File: src/rtl/multicycle_control.sv
// Control FSM for the multi-cycle MIPS datapath: sequences IF/DEC/EX/MEM/WB per instruction,
// drives ALU opcode, mux selects and strobes, counts retired instructions and traps on illegals.
module multicycle_control #(
    parameter int unsigned CNT_W = 32
) (
    input  logic             clk,
    input  logic             rst_n,
    input  logic [5:0]       opcode,
    input  logic [5:0]       func,
    input  logic             zero,
    input  logic             mem_ready,
    output logic [3:0]       alu_op,
    output logic             alu_src_a,
    output logic [1:0]       alu_src_b,
    output logic             pc_write,
    output logic             pc_src,
    output logic             instr_write,
    output logic             mem_read,
    output logic             mem_write,
    output logic             i_or_d,
    output logic             reg_write,
    output logic             reg_dst,
    output logic             mem_to_reg,
    output logic             trap,
    output logic [2:0]       state,
    output logic [CNT_W-1:0] retired
);

    typedef enum logic [2:0] {
        StIf   = 3'd0,
        StDec  = 3'd1,
        StEx   = 3'd2,
        StMem  = 3'd3,
        StWb   = 3'd4,
        StTrap = 3'd5
    } state_e;

    localparam logic [5:0] OpRtype = 6'b100000;
    localparam logic [5:0] OpAddi  = 6'b110000;
    localparam logic [5:0] OpAndi  = 6'b110010;
    localparam logic [5:0] OpOri   = 6'b110011;
    localparam logic [5:0] OpLw    = 6'b000011;
    localparam logic [5:0] OpSw    = 6'b000111;
    localparam logic [5:0] OpBeq   = 6'b000000;
    localparam logic [5:0] OpBne   = 6'b000001;
    localparam logic [5:0] OpB     = 6'b111111;

    localparam logic [3:0] AluAdd = 4'b0000;
    localparam logic [3:0] AluSub = 4'b0001;
    localparam logic [3:0] AluAnd = 4'b0010;
    localparam logic [3:0] AluOr  = 4'b0011;

    state_e           state_q, state_d;
    logic [CNT_W-1:0] retired_q;
    logic             retire;

    logic func_ok, is_rtype, is_imm, is_lw, is_sw, is_beq, is_bne, is_b, legal;

    always_comb begin
        func_ok = 1'b0;
        case (func[3:0])
            4'h0, 4'h1, 4'h2, 4'h3, 4'h4,
            4'h8, 4'h9, 4'ha, 4'hc, 4'hd: func_ok = (func[5:4] == 2'b11);
            default:                     func_ok = 1'b0;
        endcase
    end

    assign is_rtype = (opcode == OpRtype) && func_ok;
    assign is_imm   = (opcode == OpAddi) || (opcode == OpAndi) || (opcode == OpOri);
    assign is_lw    = (opcode == OpLw);
    assign is_sw    = (opcode == OpSw);
    assign is_beq   = (opcode == OpBeq);
    assign is_bne   = (opcode == OpBne);
    assign is_b     = (opcode == OpB);
    assign legal    = is_rtype | is_imm | is_lw | is_sw | is_beq | is_bne | is_b;

    always_comb begin
        state_d     = state_q;
        retire      = 1'b0;
        alu_op      = AluAdd;
        alu_src_a   = 1'b0;
        alu_src_b   = 2'b00;
        pc_write    = 1'b0;
        pc_src      = 1'b0;
        instr_write = 1'b0;
        mem_read    = 1'b0;
        mem_write   = 1'b0;
        i_or_d      = 1'b0;
        reg_write   = 1'b0;
        reg_dst     = 1'b0;
        mem_to_reg  = 1'b0;
        trap        = 1'b0;

        case (state_q)
            StIf: begin
                mem_read  = 1'b1;
                alu_src_b = 2'b01;
                if (mem_ready) begin
                    instr_write = 1'b1;
                    pc_write    = 1'b1;
                    state_d     = StDec;
                end
            end
            StDec: begin
                // Branch target is computed speculatively into ALUOut here.
                alu_src_b = 2'b11;
                state_d   = legal ? StEx : StTrap;
            end
            StEx: begin
                if (is_rtype) begin
                    alu_src_a = 1'b1;
                    alu_op    = func[3:0];
                    state_d   = StWb;
                end else if (is_imm) begin
                    alu_src_a = 1'b1;
                    alu_src_b = 2'b10;
                    alu_op    = (opcode == OpAddi) ? AluAdd :
                                (opcode == OpAndi) ? AluAnd : AluOr;
                    state_d   = StWb;
                end else if (is_lw || is_sw) begin
                    alu_src_a = 1'b1;
                    alu_src_b = 2'b10;
                    state_d   = StMem;
                end else if (is_beq || is_bne) begin
                    alu_src_a = 1'b1;
                    alu_op    = AluSub;
                    pc_src    = 1'b1;
                    pc_write  = is_beq ? zero : ~zero;
                    retire    = 1'b1;
                    state_d   = StIf;
                end else if (is_b) begin
                    pc_src   = 1'b1;
                    pc_write = 1'b1;
                    retire   = 1'b1;
                    state_d  = StIf;
                end else begin
                    state_d = StIf;
                end
            end
            StMem: begin
                i_or_d    = 1'b1;
                mem_read  = is_lw;
                mem_write = is_sw;
                if (!is_lw && !is_sw) begin
                    state_d = StIf;
                end else if (mem_ready) begin
                    retire  = is_sw;
                    state_d = is_lw ? StWb : StIf;
                end
            end
            StWb: begin
                reg_write  = 1'b1;
                reg_dst    = is_rtype;
                mem_to_reg = is_lw;
                retire     = 1'b1;
                state_d    = StIf;
            end
            StTrap: begin
                trap    = 1'b1;
                state_d = StTrap;
            end
            default: state_d = StIf;
        endcase

        // Strobes must be quiet for the whole time reset is held, not just after the edge.
        if (!rst_n) begin
            retire      = 1'b0;
            alu_op      = AluAdd;
            alu_src_a   = 1'b0;
            alu_src_b   = 2'b00;
            pc_write    = 1'b0;
            pc_src      = 1'b0;
            instr_write = 1'b0;
            mem_read    = 1'b0;
            mem_write   = 1'b0;
            i_or_d      = 1'b0;
            reg_write   = 1'b0;
            reg_dst     = 1'b0;
            mem_to_reg  = 1'b0;
            trap        = 1'b0;
        end
    end

    always_ff @(posedge clk or negedge rst_n) begin
        if (!rst_n) begin
            state_q   <= StIf;
            retired_q <= '0;
        end else begin
            state_q <= state_d;
            if (retire) begin
                retired_q <= retired_q + CNT_W'(1);
            end
        end
    end

    assign state   = state_q;
    assign retired = retired_q;

endmodule

File: config.mk
export PLATFORM = sky130hd
export DESIGN_NAME = multicycle_control
export DESIGN_NICKNAME = d
export VERILOG_FILES = /design/src/rtl/multicycle_control.sv
export SDC_FILE = /design/constraint.sdc
export NUM_CORES = 1
export LEC_CHECK = 0
export ABC_AREA = 1
export BUFFER_PORTS_ARGS = -buffer_cell sky130_fd_sc_hd__buf_2
export CORE_MARGIN = 2
export CORE_UTILIZATION = 40
export CTS_CLUSTER_DIAMETER = 120
export CTS_CLUSTER_SIZE = 30
export DETAILED_ROUTE_END_ITERATION = 8
export RECOVER_POWER = 100
export SLEW_MARGIN = 40
export SYNTH_ARGS = -nofsm -noshare
export SYNTH_HDL_FRONTEND = slang
export SYNTH_SLANG_ARGS = --single-unit
File: constraint.sdc
create_clock -name clk -period 3.4 [get_ports clk]
set_clock_uncertainty 0.1 [all_clocks]
set_input_delay 0.17 -clock clk [delete_from_list [all_inputs] [get_ports clk]]
set_output_delay 0.17 -clock clk [all_outputs]
set_load 0.03 [all_outputs]
== Yosys cells after proc, flatten, opt, wreduce, memory -nomap -nowiden ==
Cells that the tools add are included.

* Flip-flop bits (word level): 35
* Logic and storage cells: 112
* Output and inout port bits: 52
* Bits of input ports: 16

* Reduce and logical (&&, ||, !) cells: 13
* Muxes and demuxes: 64
* Bitwise logic cells: 7
* Eq/ne operators: 25
* Add/subtract/negate cells: 1

{| class="wikitable"
|+ Operator list
! kind !! number
|-
| 2-to-1 mux 1 bit || 42
|-
| adder 32 x 1 -> 32 bit (second input constant) || 1
|-
| equality test 6 bit (second input constant) || 5
|-
| 2-to-1 mux 3 bit || 7
|-
| equality test 4 bit (second input constant) || 5
|-
| one-hot mux 3 bit (5 select lines) || 1
|-
| 2-to-1 mux 2 bit || 7
|-
| 2-to-1 mux 4 bit || 3
|-
| OR reduction 10 bit || 1
|-
| equality test 4 x 2 -> 1 bit (second input constant) || 2
|-
| equality test 3 x 2 -> 1 bit (second input constant) || 2
|-
| equality test 3 bit (second input constant) || 2
|-
| equality test 6 x 1 -> 1 bit (second input constant) || 1
|-
| equality test 6 x 2 -> 1 bit (second input constant) || 1
|-
| equality test 6 x 3 -> 1 bit (second input constant) || 1
|-
| zero test 6 bit || 1
|-
| bitwise OR 1 bit || 6
|-
| one-hot mux 2 bit (3 select lines) || 1
|-
| equality test 4 x 1 -> 1 bit (second input constant) || 1
|-
| equality test 4 x 3 -> 1 bit (second input constant) || 1
|-
| zero test 4 bit || 1
|-
| logical OR 1 bit || 4
|-
| one-hot mux 1 bit (2 select lines) || 2
|-
| equality test 3 x 1 -> 1 bit (second input constant) || 1
|-
| other kinds (9) || 11
|}

== Depth between registers and ports, before layout ==
Gate-level depths: netlist (run 1).

* Depth after elaboration: 12
* Gate-level depth with buffers: 11
* Depth with buffers taken out: 10

== Worst setup path before layout (run 1) ==
Ideal clock, no wire load.

* Path kind: reg2out
* From: reg state_q[2] (netlist: state[2])
* To: out mem_write
* Stages on the path, launching flop included: 6
* Data arrival time: 1850 ps
* Required time: 3130 ps
* Path slack: 1280 ps
* Buffers on the path: 0
* Cell sequence: dfrtp_1 -> inv_2 -> nand2_1 -> nor2_1 -> inv_1 -> nor4_1

* Cells in the longest elaborated chain, start to end: 3

{| class="wikitable"
|+ RTL lines
! item !! RTL line !! text
|-
| start: declaration || 53 || <nowiki>state_e state_q, state_d;</nowiki>
|-
| start signal: assignment || 186 || <nowiki>state_q <= StIf;</nowiki>
|-
| start signal: assignment || 189 || <nowiki>state_q <= state_d;</nowiki>
|-
| equality test 3 x 2 -> 1 bit || 94 || <nowiki>case (state_q)</nowiki>
|-
| 2-to-1 mux 1 bit || 94 ||
|-
| 2-to-1 mux 1 bit || 166 || <nowiki>if (!rst_n) begin</nowiki>
|-
| end: declaration || 19 || <nowiki>output logic mem_write,</nowiki>
|}

No other way between the ends.

==> results of run 1 <==
## cell type report
| class | instances | area (µm²) | area share |
|---|---|---|---|
| Clock buffer | 8 | 100 | 0.0325 |
| Inverter | 35 | 133 | 0.0430 |
| Multi-Input combinational cell | 359 | 1590 | 0.514 |
| Sequential cell | 35 | 876 | 0.284 |
| Tap cell | 77 | 96.3 | 0.0313 |
| Timing Repair Buffer | 70 | 292 | 0.0946 |
## power by group
part	leakage, nW	internal, mW	switching (mW)	total (mW)
sequential	0.478	0.476	0.0918	0.567
combinational	0.905	0.151	0.404	0.555
clock	0.0515	0.185	0.152	0.337
## metrics by stage
| stage | setup WS (ns) | total power [mW] |
|---|---|---|
| 6_report | 1.11 | 1.46 |
| 5_1_grt | 0.590 | 1.56 |
| 4_1_cts | 1.21 | 1.50 |
| 3_5_place_dp | 1.24 | 1.16 |
| 3_3_place_gp | 1.35 | 1.16 |
| 2_1_floorplan | 1.28 | 1.01 |
## routing by layer
metal / share of wire / vias to the layer above / track usage
met4: 0.010 / 0 / 0.0563
met2: 0.42 / 64 / 0.286
met1: 0.52 / 1214 / 0.303
li1: - / 1474 / -
met5: 0 / - / 0
met3: 0.047 / 7 / 0.0308
## cell families after synthesis
group,count (synthesis),synth area share
XOR/XNOR,20,0.0658
adder cells (fa/ha/maj),1,0.00470
AO/OA/AOI/OAI,15,0.0353
flip-flops,35,0.329
buffers and inverters,41,0.0724
AND/OR/NAND/NOR,323,0.493
## cell usage after synthesis (2+ instances only)
library cell	count
a21oi_1	5
buf_4	2
buf_6	4
dfrtp_1	35
inv_1	31
inv_2	2
nand2_1	203
nand3_1	17
nand3b_1	9
nand4_1	2
nor2_1	77
nor2_2	4
nor3_1	6
o21ai_0	3
o21ai_2	3
xnor2_1	5
xor2_1	15
## timing repair
action	in CTS	in global routing
hold buffers	1	0
hold endpoints to repair	35	0
gates resized for setup	0	0
## flip-flops by register name (all words and copies together) (netlist names)
| name | count |
|---|---|
| state | 3 |
| retired | 32 |
## cell usage in the layout, fill, tap and decap left out, types with 2 or more instances in the layout
master / count
a21oi_1: 5
buf_2: 15
clkbuf_1: 54
clkbuf_8: 7
dfrtp_1: 35
inv_1: 32
nand2_1: 203
nand3_1: 18
nand3b_1: 9
nand4_1: 2
nor2_1: 78
nor2_2: 3
nor3_1: 6
o21ai_0: 3
o21ai_2: 3
xnor2_1: 5
xor2_1: 15
## final timing paths
path	startpoint	to	slack, ns
max reg2reg	state[2]$_DFFE_PN0P_	retired[17]$_DFFE_PN0P_	1.21
max in group clk	rst_n	alu_op[3]	1.14
min	mem_ready	state[1]$_DFFE_PN0P_	0.14
max	rst_n	retired[14]$_DFFE_PN0P_	1.11
min reg2reg	retired[29]$_DFFE_PN0P_	retired[29]$_DFFE_PN0P_	0.42
min in group asynchronous	rst_n	retired[1]$_DFFE_PN0P_	1.02
## worst max-delay path: cells and delay by family
family	cells	cell delay, ns
buffers and inverters	3	2.04
==> impl_metrics.toml, run 1 <==
[routing]
wl_per_cell_um = 11.9
vias_per_cell = 4.72
ant_nets = 0
drc = 0
drtPass1Iterations = 4
drt-total-wl_um = 6940
num_vias = 2759
drt_iter0_drc = 211

[sta]
setup_violations = 0
period_share = 0.672
fmaxAchievable_mhz = 438
min_period_ns = 2.29
fin_hold_ws_ns = 0.144
timing.setup.tns_ns = 0
hold_violations = 0
report.final.slew_viol_count = 36
rsz0062_at_grt = "false"
slew_headroom = -0.236
worst_pin_slew_ns = 1.85

[hold_path]
min_path_cells = 4
min_path_type = "in -> reg"

[cts]
clockBufferDepth = 2
cts_tree = "done"
post_cts_buffers = 0
clkTransAtPathRegs_ns = 0.07
cts_num_sinks = 35
htreeDepth = 2
clk_latency_ns = 0.29
numCtsBuffers = 5
cts_root_buf = "clkbuf_8"

[final_layout]
final_cells = 584
nFillCells = 723
area_growth_pct = 15.8
fin_util = 0.483
antennaDiodeCount = 0
drive_gt1_frac = 0.0651
finalInstanceArea_mm2 = 0.00308
finalNetCount = 523

[grt]
grtUsageTotal = 0.197
antenna_found_initial = 0
grt_first_pass_wirelength_um = 11500
gr-total-overflow = 0
grt_max_degree = 39
grt_pass1_vias = 2431

[yosys]
synth_top_area_cell = "dfrtp_1"
synth_edf_count = 0
synth_seq_area_share = 0.329
synth-seq-cells = 35
ys_types = 29
async_flop_share = 1.00
netlist_instances = 435
syn_area_mm2 = 0.00266
ys.flop_type = "dfrtp_1"
syn_avg_cell_area_um2 = 6.12
syn_nets = 452
yosysWarnings = 0
netlist.area_leader.share = 0.329
synth_area_leaders = "dfrtp_1 33%, nand2_1 29%, nor2_1 11%, xor2_1 4.9%, inv_1 4.4%"

[floorplan]
initial_core_util = 0.417
die_w_um = 85.6
die_area_mm2 = 0.00732
num_rows = 29
io_pins = 68
fp.dieH_um = 85.6
fp.coreArea_mm2 = 0.00639

[status]
status = "finished, violations left"
violations = "max-capacitance violations, max-slew violations"

[worst_setup_path]
crit_chain = "dlygate4sd3_1 -> buf_2 -> clkbuf_1"
slowest_stage = "clkbuf_1"
cp.required_ns = 3.35
crit_type = "in -> async"
reg2reg_depth = 10
critical_path.max_stage_delay_ns = 1.35
end_kind = "asynchronous set/reset pin"
worstPathMaxFanout = 35
startpoint_type = "primary input"
worst_ep_arrival_time_ns = 2.24

[placement]
place_inst = 575
place_area_mm2 = 0.00305
numPortBuffers = 67
dp_hpwl_um = 5390
gp_congestion = 0.923

[flow_run]
maxCapViolCount = 1

[pwr]
leakage_nw = 1.43
peakVddDrop_uv = 328
power_density_mw_per_mm2 = 474
Power figures use the tool's default switching activity.
==> inputs of run 2 (changes only) <==
--- a/config.mk
+++ b/config.mk
@@ -12,6 +12,7 @@
 export CTS_CLUSTER_DIAMETER = 120
 export CTS_CLUSTER_SIZE = 30
 export DETAILED_ROUTE_END_ITERATION = 8
+export PLACE_DENSITY = 0.65
 export RECOVER_POWER = 100
 export SLEW_MARGIN = 40
 export SYNTH_ARGS = -nofsm -noshare
==> constraint.sdc (replaced) <==
create_clock -name clk -period 2 [get_ports clk]
set_clock_uncertainty 0.1 [all_clocks]
set_input_delay 0.1 -clock clk [delete_from_list [all_inputs] [get_ports clk]]
set_output_delay 0.1 -clock clk [all_outputs]
set_load 0.03 [all_outputs]
==> impl_metrics.toml, run 2 (synthesis results as in run 1) <==
[cts]
cts_tree = "done"
clockBufferDepth = 2
cts_root_buf = "clkbuf_8"
post_cts_buffers = 0
clk_latency_ns = 0.30
numCtsBuffers = 5
cts_num_sinks = 35
clkTransAtPathRegs_ns = 0.07
htreeDepth = 2

[routing]
drt-total-wl_um = 7300
drc = 0
num_vias = 2870
ant_nets = 0
vias_per_cell = 4.89
drt_iter0_drc = 193
drtPass1Iterations = 4
wl_per_cell_um = 12.4

[worst_setup_path]
crit_type = "reg -> out"
cp.required_ns = 1.80
reg2reg_slack_ns = 0.23
critical_path.max_stage_delay_ns = 0.45
slowest_stage = "dfrtp_1"
path_common_cell = "nor2_1"
worst_ep_arrival_time_ns = 1.71
startpoint_type = "register"
worstPathMaxFanout = 6
end_kind = "output pin"
crit_chain = "inv_2 -> nand2_1 -> nor2_1 -> inv_1 -> nor2_1 -> nor2_1 -> nor2_1 -> clkbuf_2"

[floorplan]
die_w_um = 85.6
fp.dieH_um = 85.6
initial_core_util = 0.417
fp.coreArea_mm2 = 0.00639
io_pins = 68
num_rows = 29
die_area_mm2 = 0.00732

[placement]
dp_hpwl_um = 5650
place_area_mm2 = 0.00308
post-place-ws_ns = 0.262
numPortBuffers = 67
gp_congestion = 0.953

[sta]
timing.final.ws_setup_ns = 0.0906
report.final.slew_viol_count = 0
worst_pin_slew_ns = 0.597
setup_violations = 0
min_period_ns = 1.91
rsz0062_at_grt = "false"
fmaxAchievable_mhz = 524
slew_headroom = 0.602
hold_violations = 0
timing.setup.tns_ns = 0
period_share = 0.955

[pwr]
power_density_mw_per_mm2 = 802
power_mw = 2.52
peakVddDrop_uv = 721
leakage_nw = 1.51

[final_layout]
largest_reg_flops = 32
area_growth_pct = 18.1
antennaDiodeCount = 0
fin_util = 0.492
mostFrequentLayoutCell = "nand2_1"
layout_common_cells = "204 x nand2_1, 77 x nor2_1, 39 x clkbuf_1"
finalNetCount = 526
drive_gt1_frac = 0.106
finalInstanceArea_mm2 = 0.00314

[grt]
grt-busiest-layer = "met2"
grt_util_met3 = 0.0452
grt_max_degree = 38
use_met2 = 0.332
antenna_found_initial = 0
grt_first_pass_wirelength_um = 12300
global_route.usage.met1 = 0.284
grtUsageTotal = 0.208
gr-total-overflow = 0
grt_pass1_vias = 2629

[status]
status = "complete, no violations"

[hold_path]
min_path_type = "in -> reg"

[flow_run]
maxCapViolCount = 0
[run 2: final timing paths]
kind	end	depth (start not counted)	start
worst min register to register	retired[29]$_DFFE_PN0P_	2	retired[29]$_DFFE_PN0P_
worst max register to register	retired[23]$_DFFE_PN0P_	9	state[2]$_DFFE_PN0P_
max in group asynchronous	retired[19]$_DFFE_PN0P_	3	rst_n
min in group asynchronous	retired[0]$_DFFE_PN0P_	2	rst_n
worst min-delay path	state[1]$_DFFE_PN0P_	4	mem_ready
worst max-delay path	mem_read	8	state[2]$_DFFE_PN0P_
[run 2: routing by layer]
metal | vias to the layer above | part of all wire
met1 | 1278 | 0.49
met5 | - | 0
met3 | 10 | 0.053
met4 | 0 | 0.014
li1 | 1490 | -
met2 | 92 | 0.44
[run 2: power breakdown]
group	internal [mW]	switching (mW)	total, mW
Sequential	0.808	0.169	0.977
Clock	0.313	0.270	0.583
Combinational	0.268	0.694	0.962
Total	1.39	1.13	2.52
[run 2: cell type report]
type                    count  area (µm²)
well taps                  77        96.3
inverters                  35         136
clock inverters             1        7.51
fillers                   704        3240
clock buffers               7        96.3
multi-input cells         359        1600
flip-flops and latches     35         876
repair buffers             73         329
[run 2: critical path, delay by kind of cell (launching register included)]
kind / cells / cell delay (ns)
buffers and inverters: 3 / 0.42
and+or+nand+nor: 5 / 0.54
DFF: 1 / 0.45
[run 2: timing repair]
item,CTS,global route
hold buffers,1,0
hold endpoints to repair,35,0
gates resized for setup,1,3
endpoints found under the setup margin,4,4
[run 2: through the flow]
step           instances  hold WS [ns]
6_report             587        0.0593
5_1_grt              587        0.0747
4_1_cts              587        0.0571
3_5_place_dp         578        -0.156
3_3_place_gp         578        -0.158
2_1_floorplan        435        -0.296
